===== src/rtl/multicycle_controller.sv =====
// Multicycle controller for the 6-bit-opcode core.
// FETCH/DECODE/EXEC/MEM/WB sequencer with return-stack tracking.
//
// Ports:
//   clk, rst (async, active high)
//   instr_valid, instruction[5:0] : instruction memory side
//   c, z : flags, latched in DECODE
//   mem_ready : data memory completes this cycle
//   ir_load, pc_write, ALU_op, sel_* : datapath controls
//   MemRead, MemWrite, RegisterFileWriteEn : strobes
//   push_stack, pop_stack, stack_count : return stack
//   fault (sticky), busy (not FETCH/FAULT)
//
// Opcode map:
//   00_xxx_x register  01_xxx_x immediate  1000_xx shift
//   1001_00 LDM  1001_01 STM  1010_ff conditional jump
//   1011_00 JMP  1011_01 JSB  110000 RET
//   anything else is illegal
module multicycle_controller #(
  parameter int STACK_DEPTH = 8,
  parameter int MEM_TIMEOUT = 15,
  parameter int CNT_W = $clog2(STACK_DEPTH + 1)
) (
  input  logic             clk,
  input  logic             rst,
  input  logic             instr_valid,
  input  logic [5:0]       instruction,
  input  logic             c,
  input  logic             z,
  input  logic             mem_ready,
  output logic             ir_load,
  output logic             pc_write,
  output logic [3:0]       ALU_op,
  output logic             sel_ALUScr_reg,
  output logic             sel_ALUScr_const,
  output logic             sel_PCSrc_plus1,
  output logic             sel_PCSrc_offset,
  output logic             sel_PCSrc_const,
  output logic             sel_PCSrc_stack,
  output logic             MemRead,
  output logic             MemWrite,
  output logic             RegisterFileWriteEn,
  output logic             sel_RegisterFile_in_alu,
  output logic             sel_RegisterFile_in_memory,
  output logic             sel_RegisterFile_in_shifter,
  output logic             sel_RegisterFileReadReg2_rd,
  output logic             sel_Cin_alu,
  output logic             sel_Cin_shifter,
  output logic             push_stack,
  output logic             pop_stack,
  output logic [CNT_W-1:0] stack_count,
  output logic             fault,
  output logic             busy
);

  localparam logic [1:0] REGISTER_TYPE_OPCODE  = 2'b00;
  localparam logic [1:0] IMMEDIATE_TYPE_OPCODE = 2'b01;
  localparam logic [3:0] SHIFT_TYPE_OPCODE     = 4'b1000;
  localparam logic [3:0] MEMORY_TYPE_OPCODE    = 4'b1001;
  localparam logic [3:0] COND_JUMP_OPCODE      = 4'b1010;
  localparam logic [3:0] JUMP_TYPE_OPCODE      = 4'b1011;
  localparam logic [1:0] LDM_FN = 2'b00;
  localparam logic [1:0] STM_FN = 2'b01;
  localparam logic [1:0] BZ_FN  = 2'b00;
  localparam logic [1:0] BNZ_FN = 2'b01;
  localparam logic [1:0] BC_FN  = 2'b10;
  localparam logic [1:0] BNC_FN = 2'b11;
  localparam logic [1:0] JMP_FN = 2'b00;
  localparam logic [5:0] JSB_OPCODE        = 6'b101101;
  localparam logic [5:0] OTHER_TYPE_OPCODE = 6'b110000;
  localparam logic [3:0] ADD_SIGNED = 4'b1000;

  localparam int TMO_W = $clog2(MEM_TIMEOUT + 1);
  localparam logic [TMO_W-1:0] TMO_LAST = TMO_W'(MEM_TIMEOUT - 1);
  localparam logic [CNT_W-1:0] CNT_FULL = CNT_W'(STACK_DEPTH);

  typedef enum logic [2:0] {
    S_FETCH, S_DECODE, S_EXEC, S_MEM, S_WB, S_FAULT
  } state_t;

  state_t           state_q, state_d;
  logic [5:0]       instr_q, instr_d;
  logic             c_q, c_d, z_q, z_d;
  logic [CNT_W-1:0] stack_count_q, stack_count_d;
  logic [TMO_W-1:0] tmo_q, tmo_d;

  logic is_reg, is_imm, is_shift, is_ldm, is_stm;
  logic is_bcond, is_jmp, is_jsb, is_ret, is_legal;
  logic taken;

  assign is_reg   = instr_q[5:4] == REGISTER_TYPE_OPCODE;
  assign is_imm   = instr_q[5:4] == IMMEDIATE_TYPE_OPCODE;
  assign is_shift = instr_q[5:2] == SHIFT_TYPE_OPCODE;
  assign is_ldm   = instr_q == {MEMORY_TYPE_OPCODE, LDM_FN};
  assign is_stm   = instr_q == {MEMORY_TYPE_OPCODE, STM_FN};
  assign is_bcond = instr_q[5:2] == COND_JUMP_OPCODE;
  assign is_jmp   = instr_q == {JUMP_TYPE_OPCODE, JMP_FN};
  assign is_jsb   = instr_q == JSB_OPCODE;
  assign is_ret   = instr_q == OTHER_TYPE_OPCODE;
  assign is_legal = is_reg | is_imm | is_shift | is_ldm | is_stm
                  | is_bcond | is_jmp | is_jsb | is_ret;

  always_comb begin
    taken = 1'b0;
    unique case (instr_q[1:0])
      BZ_FN:   taken = z_q;
      BNZ_FN:  taken = ~z_q;
      BC_FN:   taken = c_q;
      BNC_FN:  taken = ~c_q;
      default: taken = 1'b0;
    endcase
  end

  always_ff @(posedge clk or posedge rst) begin
    if (rst) begin
      state_q       <= S_FETCH;
      instr_q       <= '0;
      c_q           <= 1'b0;
      z_q           <= 1'b0;
      stack_count_q <= '0;
      tmo_q         <= '0;
    end else begin
      state_q       <= state_d;
      instr_q       <= instr_d;
      c_q           <= c_d;
      z_q           <= z_d;
      stack_count_q <= stack_count_d;
      tmo_q         <= tmo_d;
    end
  end

  always_comb begin
    state_d       = state_q;
    instr_d       = instr_q;
    c_d           = c_q;
    z_d           = z_q;
    stack_count_d = stack_count_q;
    tmo_d         = tmo_q;

    ir_load                     = 1'b0;
    pc_write                    = 1'b0;
    ALU_op                      = 4'b0000;
    sel_ALUScr_reg              = 1'b0;
    sel_ALUScr_const            = 1'b0;
    sel_PCSrc_plus1             = 1'b0;
    sel_PCSrc_offset            = 1'b0;
    sel_PCSrc_const             = 1'b0;
    sel_PCSrc_stack             = 1'b0;
    MemRead                     = 1'b0;
    MemWrite                    = 1'b0;
    RegisterFileWriteEn         = 1'b0;
    sel_RegisterFile_in_alu     = 1'b0;
    sel_RegisterFile_in_memory  = 1'b0;
    sel_RegisterFile_in_shifter = 1'b0;
    sel_RegisterFileReadReg2_rd = 1'b0;
    sel_Cin_alu                 = 1'b0;
    sel_Cin_shifter             = 1'b0;
    push_stack                  = 1'b0;
    pop_stack                   = 1'b0;
    fault                       = 1'b0;
    busy                        = 1'b1;

    unique case (state_q)
      S_FETCH: begin
        busy = 1'b0;
        // rst forces FETCH asynchronously; keep ir_load quiet meanwhile
        ir_load = instr_valid & ~rst;
        if (instr_valid) begin
          instr_d = instruction;
          state_d = S_DECODE;
        end
      end
      S_DECODE: begin
        c_d     = c;
        z_d     = z;
        state_d = is_legal ? S_EXEC : S_FAULT;
      end
      S_EXEC: begin
        state_d = S_FETCH;
        unique case (1'b1)
          is_reg, is_imm: begin
            pc_write                = 1'b1;
            sel_PCSrc_plus1         = 1'b1;
            ALU_op                  = {1'b0, instr_q[3:1]};
            sel_ALUScr_reg          = is_reg;
            sel_ALUScr_const        = is_imm;
            RegisterFileWriteEn     = 1'b1;
            sel_RegisterFile_in_alu = 1'b1;
            sel_Cin_alu             = 1'b1;
          end
          is_shift: begin
            pc_write                    = 1'b1;
            sel_PCSrc_plus1             = 1'b1;
            RegisterFileWriteEn         = 1'b1;
            sel_RegisterFile_in_shifter = 1'b1;
            sel_Cin_shifter             = 1'b1;
          end
          is_ldm, is_stm: begin
            ALU_op           = ADD_SIGNED;
            sel_ALUScr_const = 1'b1;
            state_d          = S_MEM;
          end
          is_bcond: begin
            pc_write         = 1'b1;
            sel_PCSrc_offset = taken;
            sel_PCSrc_plus1  = ~taken;
          end
          is_jsb: begin
            if (stack_count_q == CNT_FULL) begin
              state_d = S_FAULT;
            end else begin
              pc_write        = 1'b1;
              sel_PCSrc_const = 1'b1;
              push_stack      = 1'b1;
              stack_count_d   = stack_count_q + 1'b1;
            end
          end
          is_jmp: begin
            pc_write        = 1'b1;
            sel_PCSrc_const = 1'b1;
          end
          is_ret: begin
            if (stack_count_q == '0) begin
              state_d = S_FAULT;
            end else begin
              pc_write        = 1'b1;
              sel_PCSrc_stack = 1'b1;
              pop_stack       = 1'b1;
              stack_count_d   = stack_count_q - 1'b1;
            end
          end
          default: state_d = S_FAULT;
        endcase
      end
      S_MEM: begin
        ALU_op                      = ADD_SIGNED;
        sel_ALUScr_const            = 1'b1;
        MemRead                     = is_ldm;
        MemWrite                    = is_stm;
        sel_RegisterFileReadReg2_rd = is_stm;
        if (mem_ready) begin
          tmo_d = '0;
          if (is_stm) begin
            // STM retires in its last MEM cycle to keep 3+N latency
            pc_write        = 1'b1;
            sel_PCSrc_plus1 = 1'b1;
            state_d         = S_FETCH;
          end else begin
            state_d = S_WB;
          end
        end else if (tmo_q == TMO_LAST) begin
          tmo_d   = '0;
          state_d = S_FAULT;
        end else begin
          tmo_d = tmo_q + 1'b1;
        end
      end
      S_WB: begin
        pc_write                   = 1'b1;
        sel_PCSrc_plus1            = 1'b1;
        RegisterFileWriteEn        = 1'b1;
        sel_RegisterFile_in_memory = 1'b1;
        state_d                    = S_FETCH;
      end
      S_FAULT: begin
        busy  = 1'b0;
        fault = 1'b1;
      end
      default: state_d = S_FAULT;
    endcase
  end

  assign stack_count = stack_count_q;

endmodule


===== config.mk =====
export PLATFORM = sky130hd
export DESIGN_NAME = multicycle_controller
export DESIGN_NICKNAME = d
export VERILOG_FILES = /design/src/rtl/multicycle_controller.sv
export SDC_FILE = /design/constraint.sdc
export NUM_CORES = 1
export LEC_CHECK = 0
export BUFFER_PORTS_ARGS = -buffer_cell sky130_fd_sc_hd__buf_4
export CORE_MARGIN = 2
export CORE_UTILIZATION = 51
export DETAILED_ROUTE_END_ITERATION = 16
export PLACE_DENSITY = 0.79
export SYNTH_ARGS = -nofsm -noshare
export SYNTH_HDL_FRONTEND = slang
export SYNTH_SLANG_ARGS = --single-unit

===== constraint.sdc =====
create_clock -name clk -period 2.9 [get_ports clk]
set_input_delay 0.435 -clock clk [delete_from_list [all_inputs] [get_ports clk]]
set_output_delay 0.435 -clock clk [all_outputs]
set_load 0.05 [all_outputs]

==> Yosys cells after proc, flatten, opt, wreduce, memory -nomap -nowiden <==
Cells that the tools add are included.
{ "word_totals": {"ff_bits": 19, "input_bits": 12, "out_inout_bits": 29, "wordCells": 107} }
{ "classes": {"n_addsub": 3, "eq_ne": 22, "n_mux": 49, "n_bitwise": 14, "reduce_logical": 13} }
{ "op_table": {"columns": ["operator", "n"], "rows": [
  ["6-bit == test (second input constant)", 5],
  ["1-bit 2-to-1 mux", 24],
  ["4-bit one-hot mux with 2 select lines", 3],
  ["3-bit 2-to-1 mux", 7],
  ["3-bit one-hot mux with 6 select lines", 1],
  ["4-bit == test (second input constant)", 4],
  ["4-bit 2-to-1 mux", 4],
  ["3-bit one-hot mux with 4 select lines", 1],
  ["1-bit one-hot mux with 2 select lines", 5],
  ["1-bit one-hot mux with 3 select lines", 3],
  ["4-bit by 1-bit adder with 4-bit output (second input constant)", 2],
  ["1-bit bitwise OR", 8],
  ["3-bit by 2-bit == test with 1-bit output (second input constant)", 2],
  ["3-bit == test (second input constant)", 2],
  ["2-bit != test (second input constant)", 3],
  ["2-bit OR reduction", 3],
  ["1-bit inverter", 5],
  ["5-bit OR reduction", 1],
  ["2-bit by 1-bit == test with 1-bit output (second input constant)", 2],
  ["2-bit == test (second input constant)", 2],
  ["2-bit logical NOT", 2],
  ["4-bit logical NOT", 1],
  ["1-bit one-hot mux with 4 select lines", 1],
  ["4-bit AND reduction", 1],
  ["other kinds (9)", 9]
]} }

==> Logic depth before layout (Yosys ltp) <==
{ "depth": {"ltp_word": 11, "mapped_depth": 10, "depth_no_buf": 9} }

==> Least setup slack after synthesis <==
No wires, ideal clock.
{ "synth_path": {"path_kind": "register to output", "from": "register state_q[0]", "to": "output sel_RegisterFile_in_shifter", "t_arrival_ns": 2.818, "required_time_ns": 2.465, "slack_ns": -0.353, "path_stages_with_launch": 6, "path_buffers": 1, "cell_sequence": "dfrtp_1 -> nor2_1 -> and2_1 -> nand2_1 -> nor4_1 -> buf_4"} }
{ "synth_via": {"elab_chain_len": 2} }
{ "synth_rtl": {"columns": ["item", "line", "text"], "rows": [
  ["from (decl)", "81", "state_t state_q, state_d;"],
  ["from (signal assigned)", "123", "state_q <= state_d;"],
  ["3-bit by 2-bit == test with 1-bit output", null, null],
  ["1-bit 2-to-1 mux", null, null],
  ["to (decl)", "45", "output logic sel_RegisterFile_in_shifter,"]
]} }
No other way between the ends.

==> Worst setup path after layout <==
{ "layout_path": {"from": "register instr_q[4]", "to": "output pc_write"} }
{ "layout_via": {"elab_chain_len": 4, "word_cells_on_any_way": 13, "cone_classes": "7 x eq/ne; 4 x mux; 2 x reduce/logical"} }
{ "layout_rtl": {"columns": ["item", "line", "text"], "rows": [
  ["from (decl)", "82", "logic [5:0] instr_q, instr_d;"],
  ["from (signal assigned)", "124", "instr_q <= instr_d;"],
  ["6-bit == test (tied with other cells)", "97", "assign is_jmp = instr_q == {JUMP_TYPE_OPCODE, JMP_FN};"],
  ["5-bit OR reduction (no source line) or 1-bit 2-to-1 mux (tied branches)", null, null],
  ["1-bit one-hot mux with 3 select lines or 1-bit 2-to-1 mux (tied branches)", "180, 241", null],
  ["1-bit one-hot mux with 3 select lines (*)", "163", "unique case (state_q)"],
  ["to (decl)", "32", "output logic pc_write,"]
]} }
Every way passes the cells marked *; elsewhere a longest branch is shown, timed or not.

==> reports/qor.txt <==
status - finished clean
DRC Markers - 0
Max Cap Violations - 0
post-CTS resize count - 0
Max stage delay on crit path - 0.62 ns
number of setup violations in the final report - 0
drt via density - 5.88
Sinks on Clock Net - 19
Data required, critical path - 2.47 ns
Final Max Slew Viols - 0
crit path kind - flop to output pin
Max VDD drop - 0.846 mV
part of the power in combinational logic - 56.1%
largest cells by area after synthesis - dfrtp_1 34%, mux2_2 6.5%, and2_1 3.6%
DR pass1 iterations - 4
overall routing resource usage - 20.0%
Critical Path Sink Type - output pin
first-pass GRT wire length - 5.14 mm
nets - 196
buffers added on ports - 40
initial antenna violation count - 0
hpwl dp - 2.40 mm
share of cells above drive strength 1 - 35.4%
fin crit share - 90.7%
synth warn - 0
area delta synth->final - 21.4%
CTS tree - built
Hold Slack - 0.258 ns
Post-DRT Antenna Nets - 0
Tmin final - 2.63 ns
Crit-path slowest cell - dfrtp_1
CTS max path bufs - 2
Sw Share - 52.3%
RSZ-0062 raised after global routing - no
Slew HR - 48.5%
CP max FO - 13
Clock transition at path regs - 0.11 ns
R2R depth - 9
Initial Utilization - 55.0%
Least-Margin Pin Slew - 0.771 ns
asr flop ratio synth - 100%
I/O pin cnt - 41
Seq/Total Area, Yosys - 34.3%
Site Rows - 18
Worst Skew - 0.00726 ns
TNS Setup - 0 ns
Via Count - 1,222
Primary FF master, synth - dfrtp_1
die width - 56.2 um
syn_nets - 163
number of synthesized flops with an enable pin - 0
Final Hold Viols - 0
commonest non-fill, non-tap cell in the layout - buf_4
Max Clk Rate - 380 MHz
cts hold-fix bufs - 0
Post-Route WL - 3.09 mm
post-synth cell types - 50
Root Buffer - clkbuf_4
area leader, netlist - dfrtp_1
total die area - 0.00315 mm2
Routed wire per std cell - 14.8 um
Tot Pwr - 1.67 mW
Iteration-0 DRC Markers - 24
Syn Inst Count - 146
Routability Congestion - 0.907
internal power - 0.797 mW
clk_lat worst skew - 0.29 ns
Core ar. - 0.00252 mm2
top-area cell type share of the netlist area - 34.3%
Worst Hold Class - input pin to async pin
cts bufs inserted - 3
#FFs+latches synth - 19
Flop pwr share - 36.0%
LEAKAGE - 0.815 nW
critical path arrival - 2.20 ns
CP Cell Sequence - and4bb_2, nand2b_1, nor2_1, a31o_2, a211o_1, buf_4
clock share of power - 8.0%
vias in the first global route - 1,119
commonest non-fill, non-tap cells in the layout - 40 x buf_4, 19 x dfrtp_1, 13 x nor2_1, 9 x o21ai_0
H-tree depth - 1
postcts setup bufs - 0
chip height - 56.2 um
CP startpoint kind - flop
GR Overflow Total - 0
Syn Area/Cell - 9.50 um2
pwr dens - 992 mW/mm2
diode count - 0
Sw Pwr - 0.873 mW
mapped cell area - 0.00139 mm2
largest net degree at the start of global routing - 20
-- path summary, 6_finish.rpt --
kind                       startpoint             end  slack (ns)
max                        instr_q[4]        pc_write        0.27
min                               rst        tmo_q[3]        0.26
max reg2reg                instr_q[0]  stack_count[3]        0.37
min reg2reg                  tmo_q[3]        tmo_q[3]        0.49
max in group asynchronous         rst  stack_count[2]        2.18
min in group clk                    c             c_q        0.37
-- power by group through the flow --
stage / sequential (mW) / combinational [mW] / clock [mW]
after global routing: 0.625 / 1.01 / 0.147
final: 0.601 / 0.937 / 0.133
after CTS: 0.595 / 0.940 / 0.136
after global placement: 0.583 / 0.915 / 0
after detailed placement: 0.601 / 0.937 / 0
after floorplan: 0.447 / 0.891 / 0
-- critical path: cells and delay by family, from the launching register on --
family	cells	cell delay (ns)
buffers and inverters	1	0.19
and+or+nand+nor	3	0.55
AOI/OAI and AO/OA	2	0.54
DFF	1	0.62
-- registers in the layout, summed over array words and instances (netlist names) --
register and cells:
instr_q 6, stack_count 4, tmo_q 4, state_q 3
c_q 1, z_q 1
-- cell families after synthesis --
family	synth area share [%]
xor+xnor	3.16
flops	34.3
compound gates	18.5
mux	8.84
simple gates	23.1
fa+ha+maj	5.05
buf+inv	7.12
-- area by class of cell --
type / instances / area, um2
fillers: 200 / 838
repair buffers: 40 / 300
flip-flops and latches: 19 / 475
well taps: 30 / 37.5
inverters: 5 / 18.8
clock buffers: 4 / 26.3
multi-input cells: 110 / 826
-- routing by layer --
layer / up-vias / global-route usage [%] / part of all wire [%]
li1: 589 / - / -
met1: 587 / 26.7 / 44
met2: 44 / 33.4 / 50
met3: 2 / 2.33 / 5.6
met4: 0 / 6.80 / 0.62
met5: - / 0 / 0
-- synthesized netlist by cell type, types with 2 or more instances --
cell type,n
o21ai_0,9
a21o_1,3
mux2_1,2
o21bai_1,4
mux2_2,8
buf_2,4
nand2b_1,4
o21ai_1,2
ha_1,4
xor2_1,3
dfrtp_1,19
o31ai_1,3
buf_6,2
a21oi_1,3
nand3_1,2
xnor2_1,2
buf_4,4
nand2_1,7
nor2_1,13
nand3_2,2
nor4_1,3
and2_1,8
inv_1,5
nor3_1,3
clkbuf_1,2
-- per-stage QoR --
step                cells  worst slack, ns  instance area, um2  util [%]
finish                208            0.269                1680      66.8
floorplan             146           0.0535                1400         -
global placement      204            0.524                1660      65.7
global route          208            0.135                1680      66.8
detailed placement    204            0.414                1660      65.7
CTS                   208            0.261                1680      66.8
(Power assumes the default switching activity.)
